[config.mk]
export PLATFORM = sky130hd
export DESIGN_NAME = lsu
export DESIGN_NICKNAME = d
export VERILOG_FILES = /design/src/rtl/lsu_pkg.sv /design/src/rtl/lsu_load_align.sv /design/src/rtl/lsu.sv
export SDC_FILE = /design/constraint.sdc
export NUM_CORES = 1
export LEC_CHECK = 0
export CAP_MARGIN = 20
export CORE_MARGIN = 2
export CORE_UTILIZATION = 39
export DETAILED_ROUTE_END_ITERATION = 10
export PLACE_DENSITY = 0.81
export SLEW_MARGIN = 25
export SYNTH_ARGS = -nofsm -noshare
export SYNTH_HDL_FRONTEND = slang
export SYNTH_SLANG_ARGS = --single-unit
[constraint.sdc]
create_clock -name clk -period 2.1 [get_ports clk]
set_input_delay 0.21 -clock clk [delete_from_list [all_inputs] [get_ports clk]]
set_output_delay 0.21 -clock clk [all_outputs]
set_load 0.03 [all_outputs]
[src/rtl/lsu_pkg.sv]
// Shared definitions for the memory-stage load/store unit: funct3 encodings,
// FSM state type and small helpers for access width and alignment.
package lsu_pkg;

    // Load funct3 encodings
    localparam logic [2:0] F3_LB  = 3'b000;
    localparam logic [2:0] F3_LH  = 3'b001;
    localparam logic [2:0] F3_LW  = 3'b010;
    localparam logic [2:0] F3_LBU = 3'b100;
    localparam logic [2:0] F3_LHU = 3'b101;

    // Store funct3 encodings share the low codes with the signed loads
    localparam logic [2:0] F3_SB  = 3'b000;
    localparam logic [2:0] F3_SH  = 3'b001;
    localparam logic [2:0] F3_SW  = 3'b010;

    typedef enum logic {
        IDLE      = 1'b0,
        LOAD_WAIT = 1'b1
    } lsu_state_e;

    typedef enum logic [1:0] {
        SZ_BYTE = 2'd0,
        SZ_HALF = 2'd1,
        SZ_WORD = 2'd2
    } access_size_e;

    // Width is carried in funct3[1:0]; reserved codes fall back to a word access.
    function automatic access_size_e access_size(input logic [2:0] funct3);
        case (funct3[1:0])
            2'b00:   return SZ_BYTE;
            2'b01:   return SZ_HALF;
            default: return SZ_WORD;
        endcase
    endfunction

    // Half-words need an even address, words need a word-aligned address.
    function automatic logic access_misaligned(input logic [2:0] funct3,
                                               input logic [1:0] offset);
        case (access_size(funct3))
            SZ_BYTE: return 1'b0;
            SZ_HALF: return offset[0];
            default: return offset != 2'b00;
        endcase
    endfunction

endpackage

[src/rtl/lsu_load_align.sv]
// Load data alignment: picks the addressed byte/half-word out of the SRAM
// word and sign- or zero-extends it according to funct3.
module lsu_load_align
    import lsu_pkg::*;
(
    input  logic [2:0]  funct3,
    input  logic [1:0]  offset,
    input  logic [31:0] dm_do,
    output logic [31:0] data
);

    logic [7:0]  byte_sel;
    logic [15:0] half_sel;

    // Lane selection followed by extension; unknown funct3 returns the whole word.
    always_comb begin
        byte_sel = 8'h00;
        half_sel = 16'h0000;
        data     = dm_do;
        case (offset)
            2'd0:    byte_sel = dm_do[7:0];
            2'd1:    byte_sel = dm_do[15:8];
            2'd2:    byte_sel = dm_do[23:16];
            default: byte_sel = dm_do[31:24];
        endcase
        half_sel = offset[1] ? dm_do[31:16] : dm_do[15:0];
        case (funct3)
            F3_LB:   data = {{24{byte_sel[7]}}, byte_sel};
            F3_LBU:  data = {24'h000000, byte_sel};
            F3_LH:   data = {{16{half_sel[15]}}, half_sel};
            F3_LHU:  data = {16'h0000, half_sel};
            default: data = dm_do;
        endcase
    end

endmodule

[src/rtl/lsu.sv]
// Memory-stage load/store unit. Drives the data SRAM combinationally from the
// EX/MEM inputs, stalls upstream for one cycle on loads to cover the SRAM
// read latency, and registers the aligned result into the MEM/WB stage.
module lsu
    import lsu_pkg::*;
#(
    parameter int ADDR_W = 14
) (
    input  logic              clk,
    input  logic              rst,
    input  logic              ex_valid,
    input  logic              ex_dm_web,
    input  logic              ex_is_load,
    input  logic [2:0]        ex_funct3,
    input  logic [31:0]       ex_addr,
    input  logic [31:0]       ex_wdata,
    input  logic [4:0]        ex_rd,
    input  logic              ex_wb_en,
    output logic              stall_o,
    output logic              misalign_o,
    output logic              DM_CEB,
    output logic              DM_WEB,
    output logic [ADDR_W-1:0] DM_A,
    output logic [31:0]       DM_DI,
    output logic [31:0]       DM_BWEB,
    input  logic [31:0]       DM_DO,
    output logic              wb_valid,
    output logic              wb_en,
    output logic [4:0]        wb_rd,
    output logic [31:0]       wb_data
);

    lsu_state_e   state_reg;
    logic [2:0]   ld_funct3_reg;
    logic [1:0]   ld_offset_reg;
    logic [4:0]   ld_rd_reg;
    logic         ld_wb_en_reg;

    logic         is_store;
    logic         is_load;
    logic         misaligned;
    logic         can_issue;
    logic         do_store;
    logic         do_load;
    access_size_e size;
    logic [3:0]   lane_en;
    logic [31:0]  lane_bweb;
    logic [31:0]  load_data;

    // Classify the presented instruction; SRAM access only from IDLE and never under reset.
    always_comb begin
        is_store   = ex_valid && !ex_dm_web;
        is_load    = ex_valid && ex_is_load && ex_dm_web;
        size       = access_size(ex_funct3);
        misaligned = (is_store || is_load) && access_misaligned(ex_funct3, ex_addr[1:0]);
        can_issue  = (state_reg == IDLE) && !rst;
        do_store   = can_issue && is_store && !misaligned;
        do_load    = can_issue && is_load && !misaligned;
    end

    // Per-byte-lane write enables; each lane's 8 mask bits are active low.
    for (genvar gi = 0; gi < 4; gi++) begin : g_lane
        localparam logic [1:0] LANE = 2'(gi);
        assign lane_en[gi] = (size == SZ_WORD)
                          || ((size == SZ_HALF) && (ex_addr[1] == LANE[1]))
                          || ((size == SZ_BYTE) && (ex_addr[1:0] == LANE));
        assign lane_bweb[8*gi +: 8] = {8{~(do_store && lane_en[gi])}};
    end

    // SRAM port and stall; everything parks at its idle value when not accessing.
    always_comb begin
        DM_CEB  = ~(do_store || do_load);
        DM_WEB  = ~do_store;
        DM_A    = (do_store || do_load) ? ex_addr[ADDR_W+1:2] : '0;
        DM_DI   = do_store ? (ex_wdata << {ex_addr[1:0], 3'b000}) : 32'h0;
        DM_BWEB = lane_bweb;
        stall_o = do_load;
    end

    lsu_load_align u_load_align (
        .funct3 (ld_funct3_reg),
        .offset (ld_offset_reg),
        .dm_do  (DM_DO),
        .data   (load_data)
    );

    // FSM and MEM/WB register: results land one edge after presentation, loads one edge later.
    always_ff @(posedge clk) begin
        if (rst) begin
            state_reg     <= IDLE;
            wb_valid      <= 1'b0;
            wb_en         <= 1'b0;
            wb_rd         <= 5'd0;
            wb_data       <= 32'h0;
            misalign_o    <= 1'b0;
            ld_funct3_reg <= 3'd0;
            ld_offset_reg <= 2'd0;
            ld_rd_reg     <= 5'd0;
            ld_wb_en_reg  <= 1'b0;
        end else begin
            misalign_o <= 1'b0;
            case (state_reg)
                IDLE: begin
                    if (!ex_valid) begin
                        wb_valid <= 1'b0;
                        wb_en    <= 1'b0;
                    end else if (misaligned) begin
                        // Suppressed access still retires so the pipeline drains cleanly.
                        wb_valid   <= 1'b1;
                        wb_en      <= 1'b0;
                        wb_rd      <= ex_rd;
                        wb_data    <= ex_addr;
                        misalign_o <= 1'b1;
                    end else if (is_load) begin
                        ld_funct3_reg <= ex_funct3;
                        ld_offset_reg <= ex_addr[1:0];
                        ld_rd_reg     <= ex_rd;
                        ld_wb_en_reg  <= ex_wb_en;
                        wb_valid      <= 1'b0;
                        wb_en         <= 1'b0;
                        state_reg     <= LOAD_WAIT;
                    end else if (is_store) begin
                        wb_valid <= 1'b1;
                        wb_en    <= 1'b0;
                        wb_rd    <= ex_rd;
                        wb_data  <= ex_addr;
                    end else begin
                        wb_valid <= 1'b1;
                        wb_en    <= ex_wb_en;
                        wb_rd    <= ex_rd;
                        wb_data  <= ex_addr;
                    end
                end
                LOAD_WAIT: begin
                    // Upstream is still holding the same load; its ex_* inputs are ignored.
                    wb_valid  <= 1'b1;
                    wb_en     <= ld_wb_en_reg;
                    wb_rd     <= ld_rd_reg;
                    wb_data   <= load_data;
                    state_reg <= IDLE;
                end
                default: state_reg <= IDLE;
            endcase
        end
    end

endmodule

==> results.ini, run 1 <==
[run_status]
status = complete, but fails checks
violations = setup timing

[critical_path]
r2r_slack_ns = 0.11
cp-end-kind = output pin
worstSetupPathType = reg2out
rr_worst_depth = 7
cp_data_arrival_time_ns = 2.07
worst_ep_required_time_ns = 1.89
cp_max_fo = 7
rr_endpoint = wb_data[11]
cp-start-kind = flop
timing.rr.start = state_reg

[clock_network]
clock_path_buffers = 2
cts_sinks = 52
clk_pin_slew_worst_paths_ns = 0.10
htreeDepth = 2
root_buffer = clkbuf_8
cts_buffers = 5
clock_latency_ns = 0.31
cts_tree = built

[route]
drcViolationCount = 0
vias_per_cell = 5.49
wl_per_cell_um = 18.3
dr.pass1.iters = 5
drt-initial-drc-count = 290
wl_um = 15800
dr_total_vias = 4733
ant_nets = 0

[placement]
io_buffers = 230
dp_hpwl_um = 11400
place.gp.congestion = 0.862

[floorplanning]
dieArea_um2 = 11000
die_y_um = 105
core_region_area_um2 = 9820
start_util = 0.404
ios = 231
die_w_um = 105
row_count = 36

[timing]
skew_ns = 0.00925
finalHoldViolCount = 0
worst_slack_ns = -0.182
fin_hold_ws_ns = 0.273
slew_headroom = 0.296
setup_tns_ns = -4.93
grt_setup_unrepaired = yes
tightest_slew_ns = 1.05
min_period_ns = 2.28
period_share = 1.09
drv_slew = 0
fmax_mhz = 438
setup_viol = 47

[worst_hold_path]
hold_path_depth = 3
hold_start = ex_addr[0]
worstHoldPathType = in2reg
hold_end = wb_data[0]

[grt]
grt_pass1_vias = 4616
grt_max_degree = 70
grt_use_total = 0.272
antenna_found_initial = 0
grt_pass1_wl_um = 24400
gr-total-overflow = 0

[logic_synthesis]
syn_nets = 627
synthArstFlopShare = 0
synthFlopType = dfxtp_1
synth_cell_type_count = 41
synth_warnings = 0
synth_area_leaders = dfxtp_1 (26%), mux2i_1 (12%), nor2_1 (9.0%)
synth.cell_area_um2 = 3970
yosysTopAreaCellShare = 0.262
yosysTopAreaCell = dfxtp_1
synthCells = 517
avgSynthCellArea_um2 = 7.68
synth-seq-area-share = 0.262
ys_ff_latch = 52
synth_edf_count = 0

[power]
power.density_nw_per_um2 = 397
power_frac_comb = 0.391
p_int_mw = 1.80
p_leak_nw = 2.73
vdd_drop_max_mv = 0.272
seq_power_share = 0.393
sw_frac_of_total = 0.345
power.switching_uw = 949
clkPwrFrac = 0.216

[finish]
fill_cells = 777
fin_util = 0.706
area_growth_pct = 74.6
regArea_um2 = 1040
drive_gt1_frac = 0.285
layout.nets = 838
n_antenna_cell = 0
multi_input_area_um2 = 2840
largest_reg_flops = 32

[job]
maxCapViolations = 0

-- timing repair --
action	CTS	global route
resized for setup	200	63
buffers inserted	8	3
pin swaps	23	15
endpoints found under the setup margin	73	97
hold buffers	0	0
cloned	2	0
-- how the worst max path moves through the flow --
stage	cells after the start	start	end	slack (ns)
after floorplan	5	ex_addr[1]	DM_BWEB[25]	0.06
after global placement	5	ex_dm_web	DM_BWEB[10]	-0.58
after detailed placement	5	ex_valid	DM_BWEB[11]	-0.61
after CTS	6	state_reg	DM_A[12]	-0.20
after global routing	6	state_reg	DM_A[12]	-0.25
final	6	state_reg	DM_A[6]	-0.18
-- power by group through the flow --
stage | Clock (mW) | Combinational [mW] | Sequential, mW
3_3_place_gp | 0 | 0.963 | 1.10
6_report | 0.594 | 1.08 | 1.08
3_5_place_dp | 0 | 0.978 | 1.11
2_1_floorplan | 0 | 0.377 | 1.21
4_1_cts | 0.599 | 1.04 | 1.08
5_1_grt | 0.647 | 1.13 | 1.09
-- cell usage in the layout (no fill, tap or decap), types with 8 or more instances in the layout --
| cell type | count |
|---|---|
| a211oi_1 | 13 |
| a21oi_1 | 27 |
| a311oi_1 | 15 |
| and2_4 | 22 |
| buf_12 | 8 |
| buf_2 | 9 |
| buf_4 | 50 |
| buf_6 | 58 |
| clkdlybuf4s50_1 | 145 |
| dfxtp_1 | 51 |
| mux2i_1 | 48 |
| nand2_1 | 37 |
| nand2b_1 | 11 |
| nand3b_1 | 19 |
| nor2_1 | 77 |
| nor2_4 | 14 |
| nor2b_1 | 26 |
| o22ai_1 | 8 |
| o32a_1 | 8 |
| o41ai_1 | 14 |
-- stage by stage --
stage          total power, mW  setup WS (ns)  cell area (um^2)  std cells
2_1_floorplan             1.59         0.0567              3970        517
3_3_place_gp              2.07         -0.579              6250        845
3_5_place_dp              2.08         -0.612              6250        845
4_1_cts                   2.72         -0.204              6750        862
5_1_grt                   2.87         -0.247              6930        862
6_report                  2.75         -0.182              6930        862
-- synthesized netlist by cell type, types with 2 or more instances --
cell      instances
a211oi_1         21
a21oi_1          27
a311oi_1         15
and2_1           22
buf_1             5
buf_2            11
buf_4            30
clkbuf_1         26
dfxtp_1          52
inv_1             3
mux2i_1          48
nand2_1          40
nand2b_1         11
nand3b_1         19
nand4b_1          2
nor2_1           95
nor2b_1          28
nor3_1            3
o221ai_1          7
o22ai_1           8
o32a_1            8
o41ai_1          14
o41ai_2           3
or4b_1            2
-- worst max-delay path, cell delays in order (launching register included) --
cell	delay (ns)
dfxtp_4	0.36
buf_12	0.12
or4b_4	0.55
nor3_4	0.25
buf_6	0.20
and2_4	0.15
buf_6	0.12
-- cell type report --
class / count / area share
multi-input cells: 389 / 0.409
repair buffers: 276 / 0.400
flip-flops and latches: 52 / 0.151
well taps: 133 / 0.0240
clock buffers: 6 / 0.0105
inverters: 4 / 0.00253
clock inverters: 2 / 0.00235
-- kinds of logic (layout without fill, tap and decap cells) --
group                  Yosys count  after routing  share of synthesized area
AND/OR/NAND/NOR                230            230                      0.294
AO/OA/AOI/OAI                  110            110                      0.213
buffers and inverters           76            288                      0.104
flip-flops                      52             52                      0.262
multiplexers                    49             49                      0.127
-- metal layers --
metal  vias to the layer above  GRT usage  routed length, um
li1                       2228          -                  -
met1                      2230      0.323               6010
met2                       244      0.484               7980
met3                        31     0.0580               1310
met4                         0     0.0895                501
met5                         -          0                  0
Note: power is estimated with default switching activity, not from simulation.
==> inputs of run 2 (changes only) <==
--- a/config.mk
+++ b/config.mk
@@ -5,10 +5,11 @@
 export SDC_FILE = /design/constraint.sdc
 export NUM_CORES = 1
 export LEC_CHECK = 0
-export CAP_MARGIN = 20
+export CAP_MARGIN = 30
 export CORE_MARGIN = 2
 export CORE_UTILIZATION = 39
 export DETAILED_ROUTE_END_ITERATION = 10
+export GPL_TIMING_DRIVEN = 0
 export PLACE_DENSITY = 0.81
 export SLEW_MARGIN = 25
 export SYNTH_ARGS = -nofsm -noshare
==> run 2 against run 1 <==
  * The run still ends with setup timing left
  * Non-clock buffer count grew 34
  * Via count rose by 4.2%
  * Final cell count is 3.9% higher
  * Count of clock-buffer cells in the layout is 1 lower
  * Sequential power about the same
  * Critical path depth down 1
  * First-iteration DRC count down 37%
  * Global-route usage increased by 2.2 points
  * Core utilization fell by 1.5 points
  * Clock power up 3.9%
  * Maximum frequency increased by 5.4%
  * Routed wire length grew 6.3%
==> results.ini, run 2 (same netlist as run 1, synthesis figures left out) <==
[run_status]
status = complete, but fails checks  ; unchanged
violations = setup timing  ; unchanged

[timing]
grt_setup_unrepaired = yes  ; unchanged
period_share = 1.03  ; was 1.09
skew_ns = 0.0128  ; was 0.00925 ns
setup_tns_ns = -0.744  ; was -4.93 ns
tightest_slew_ns = 0.620  ; was 1.05 ns
fmax_mhz = 462  ; was 438 MHz
setup_viol = 19  ; was 47
finalHoldViolCount = 0  ; unchanged
min_period_ns = 2.17  ; was 2.28 ns
slew_headroom = 0.586  ; was 0.296
drv_slew = 0  ; unchanged
worst_slack_ns = -0.0653  ; was -0.182 ns

[clock_network]
root_buffer = clkbuf_8  ; unchanged
htreeDepth = 2  ; unchanged
cts_buffers = 5  ; unchanged
clock_path_buffers = 2  ; unchanged
clk_pin_slew_worst_paths_ns = 0.10  ; about the same
cts_tree = built  ; unchanged
cts_sinks = 52  ; unchanged
clock_latency_ns = 0.32  ; was 0.31 ns
hold_buffers = 0  ; unchanged

[grt]
grt_pass1_vias = 4958  ; was 4,616
grtUsageMet2 = 0.534  ; was 0.484
top_usage_layer = met2  ; unchanged
antenna_found_initial = 0  ; unchanged
grt_use_total = 0.294  ; was 0.272
grt_use_met1 = 0.339  ; was 0.323
grt_pass1_wl_um = 25900  ; was 24,400 um
grt_max_degree = 18  ; was 70
gr-total-overflow = 0  ; unchanged
use_met3 = 0.0680  ; was 0.0580

[floorplanning]
core_region_area_um2 = 9820  ; unchanged
ios = 231  ; unchanged
start_util = 0.404  ; unchanged
row_count = 36  ; unchanged
dieArea_um2 = 11000  ; unchanged
die_w_um = 105  ; unchanged
die_y_um = 105  ; unchanged

[finish]
largest_reg_flops = 32  ; unchanged
multi_input_area_um2 = 2660  ; was 2840 um^2
layout_common_cells = clkdlybuf4s50_1 (141), nor2_1 (94), dfxtp_1 (51)  ; was clkdlybuf4s50_1 (145), nor2_1 (77), buf_6 (58)
mostFrequentLayoutCell = clkdlybuf4s50_1  ; unchanged
n_antenna_cell = 0  ; unchanged
drive_gt1_frac = 0.260  ; was 0.285
layout.nets = 872  ; was 838
area_growth_pct = 70.8  ; was 74.6%
regArea_um2 = 1040  ; unchanged
fill_cells = 837  ; was 777
postLayoutCellArea_um2 = 6780  ; was 6930 um^2
fin_cells = 896  ; was 862

[route]
dr_total_vias = 4933  ; was 4,733
drt-initial-drc-count = 182  ; was 290
wl_um = 16800  ; was 15,800 um
dr.pass1.iters = 5  ; unchanged
drcViolationCount = 0  ; unchanged
vias_per_cell = 5.51  ; was 5.49
ant_nets = 0  ; unchanged
wl_per_cell_um = 18.7  ; was 18.3 um

[critical_path]
cp_top_family = simple AND/OR/NAND/NOR gates  ; unchanged
worst_ep_required_time_ns = 1.89  ; about the same
cp_data_arrival_time_ns = 1.96  ; was 2.07 ns
cp_max_fo = 5  ; was 7
cp-start-kind = flop  ; unchanged
crit_buf_inv = 2  ; was 3
slowest_stage = or4b_4  ; unchanged
r2r_slack_ns = 0.18  ; was 0.11 ns
crit_chain = or4b_4, nor3_4, clkbuf_8, and2_4, buf_6  ; was buf_12, or4b_4, nor3_4, buf_6, and2_4, buf_6
worstSetupPathType = reg2out  ; unchanged
cp-end-kind = output pin  ; unchanged
slowest_delay_ns = 0.51  ; was 0.55 ns

[power]
power.density_nw_per_um2 = 404  ; was 397 nW/um^2
power.switching_uw = 957  ; was 949 uW
vdd_drop_max_mv = 0.293  ; was 0.272 mV
seq_power_share = 0.395  ; was 0.393
p_int_mw = 1.78  ; was 1.80 mW
clkPwrFrac = 0.225  ; was 0.216
p_leak_nw = 2.75  ; was 2.73 nW
sw_frac_of_total = 0.350  ; was 0.345
power_frac_comb = 0.379  ; was 0.391

[worst_hold_path]
worstHoldPathType = in2reg  ; unchanged

[placement]
post-place-ws_ns = -1.19  ; was -0.612 ns
dp.cells = 879  ; was 845
dp_hpwl_um = 13100  ; was 11,400 um
placedInstanceArea_um2 = 6430  ; was 6250 um^2
io_buffers = 229  ; was 230
place.gp.congestion = 0.940  ; was 0.862

[job]
maxCapViolations = 0  ; unchanged

run 2: changes by cell type in the layout (fill, tap and decap cells not counted), sizes merged:
cell	previous run	this run
clkbuf	6	32
inv	3	4
buf	129	113
clkdlybuf4s15	0	23
clkinvlp	1	0
clkdlybuf4s50	145	141
dlygate4sd2	2	6
clkinv	2	3
run 2: stage by stage:
stage | util | hold WS [ns] | total power [mW]
after floorplan | - | 0.354 | 1.59
after CTS | 0.680 | 0.362 | 2.72
final | 0.690 | 0.261 | 2.74
after global routing | 0.690 | 0.298 | 2.83
after global placement | 0.655 | 0.441 | 2.08
after detailed placement | 0.655 | 0.456 | 2.09
run 2: final cells by class:
cell class | count | share of cell area
inverter | 4 | 0.00258
multi-input combinational | 389 | 0.392
clock inverter | 3 | 0.00332
timing repair buffer | 241 | 0.349
buffer | 69 | 0.0640
tap | 133 | 0.0245
clock buffer | 5 | 0.0102
sequential | 52 | 0.154
run 2: worst paths after layout:
check                        start          to  cells after the start
setup / recovery         state_reg    DM_A[12]                      5
hold reg to reg       ld_wb_en_reg       wb_en                      2
setup reg to reg  ld_offset_reg[1]  wb_data[6]                      5
hold / removal          ex_addr[0]  wb_data[0]                      3
run 2: timing repair:
item | CTS | global route
endpoints found under the setup margin | 91 | 91
cloned | 1 | 0
hold endpoints to repair | 0 | 0
setup buffers | 8 | 3
pin swaps | 14 | 4
gates resized for setup | 429 | 74
run 2: power groups by stage:
stage	Sequential, mW	Combinational, mW	Clock, mW
floorplan	1.21	0.377	0
global placement	1.10	0.975	0
detailed placement	1.11	0.987	0
CTS	1.08	1.02	0.620
global route	1.09	1.09	0.646
finish	1.08	1.04	0.617
run 2: per-layer routing:
layer	part of all wire	up-vias
met5	0	-
met4	0.032	0
met3	0.093	40
met2	0.50	273
met1	0.37	2314
li1	-	2306
run 2: tightest hold or removal path, stage by stage:
cell	delay [ns]
clkbuf_2	0.15
nand2b_1	0.09
a311oi_1	0.08
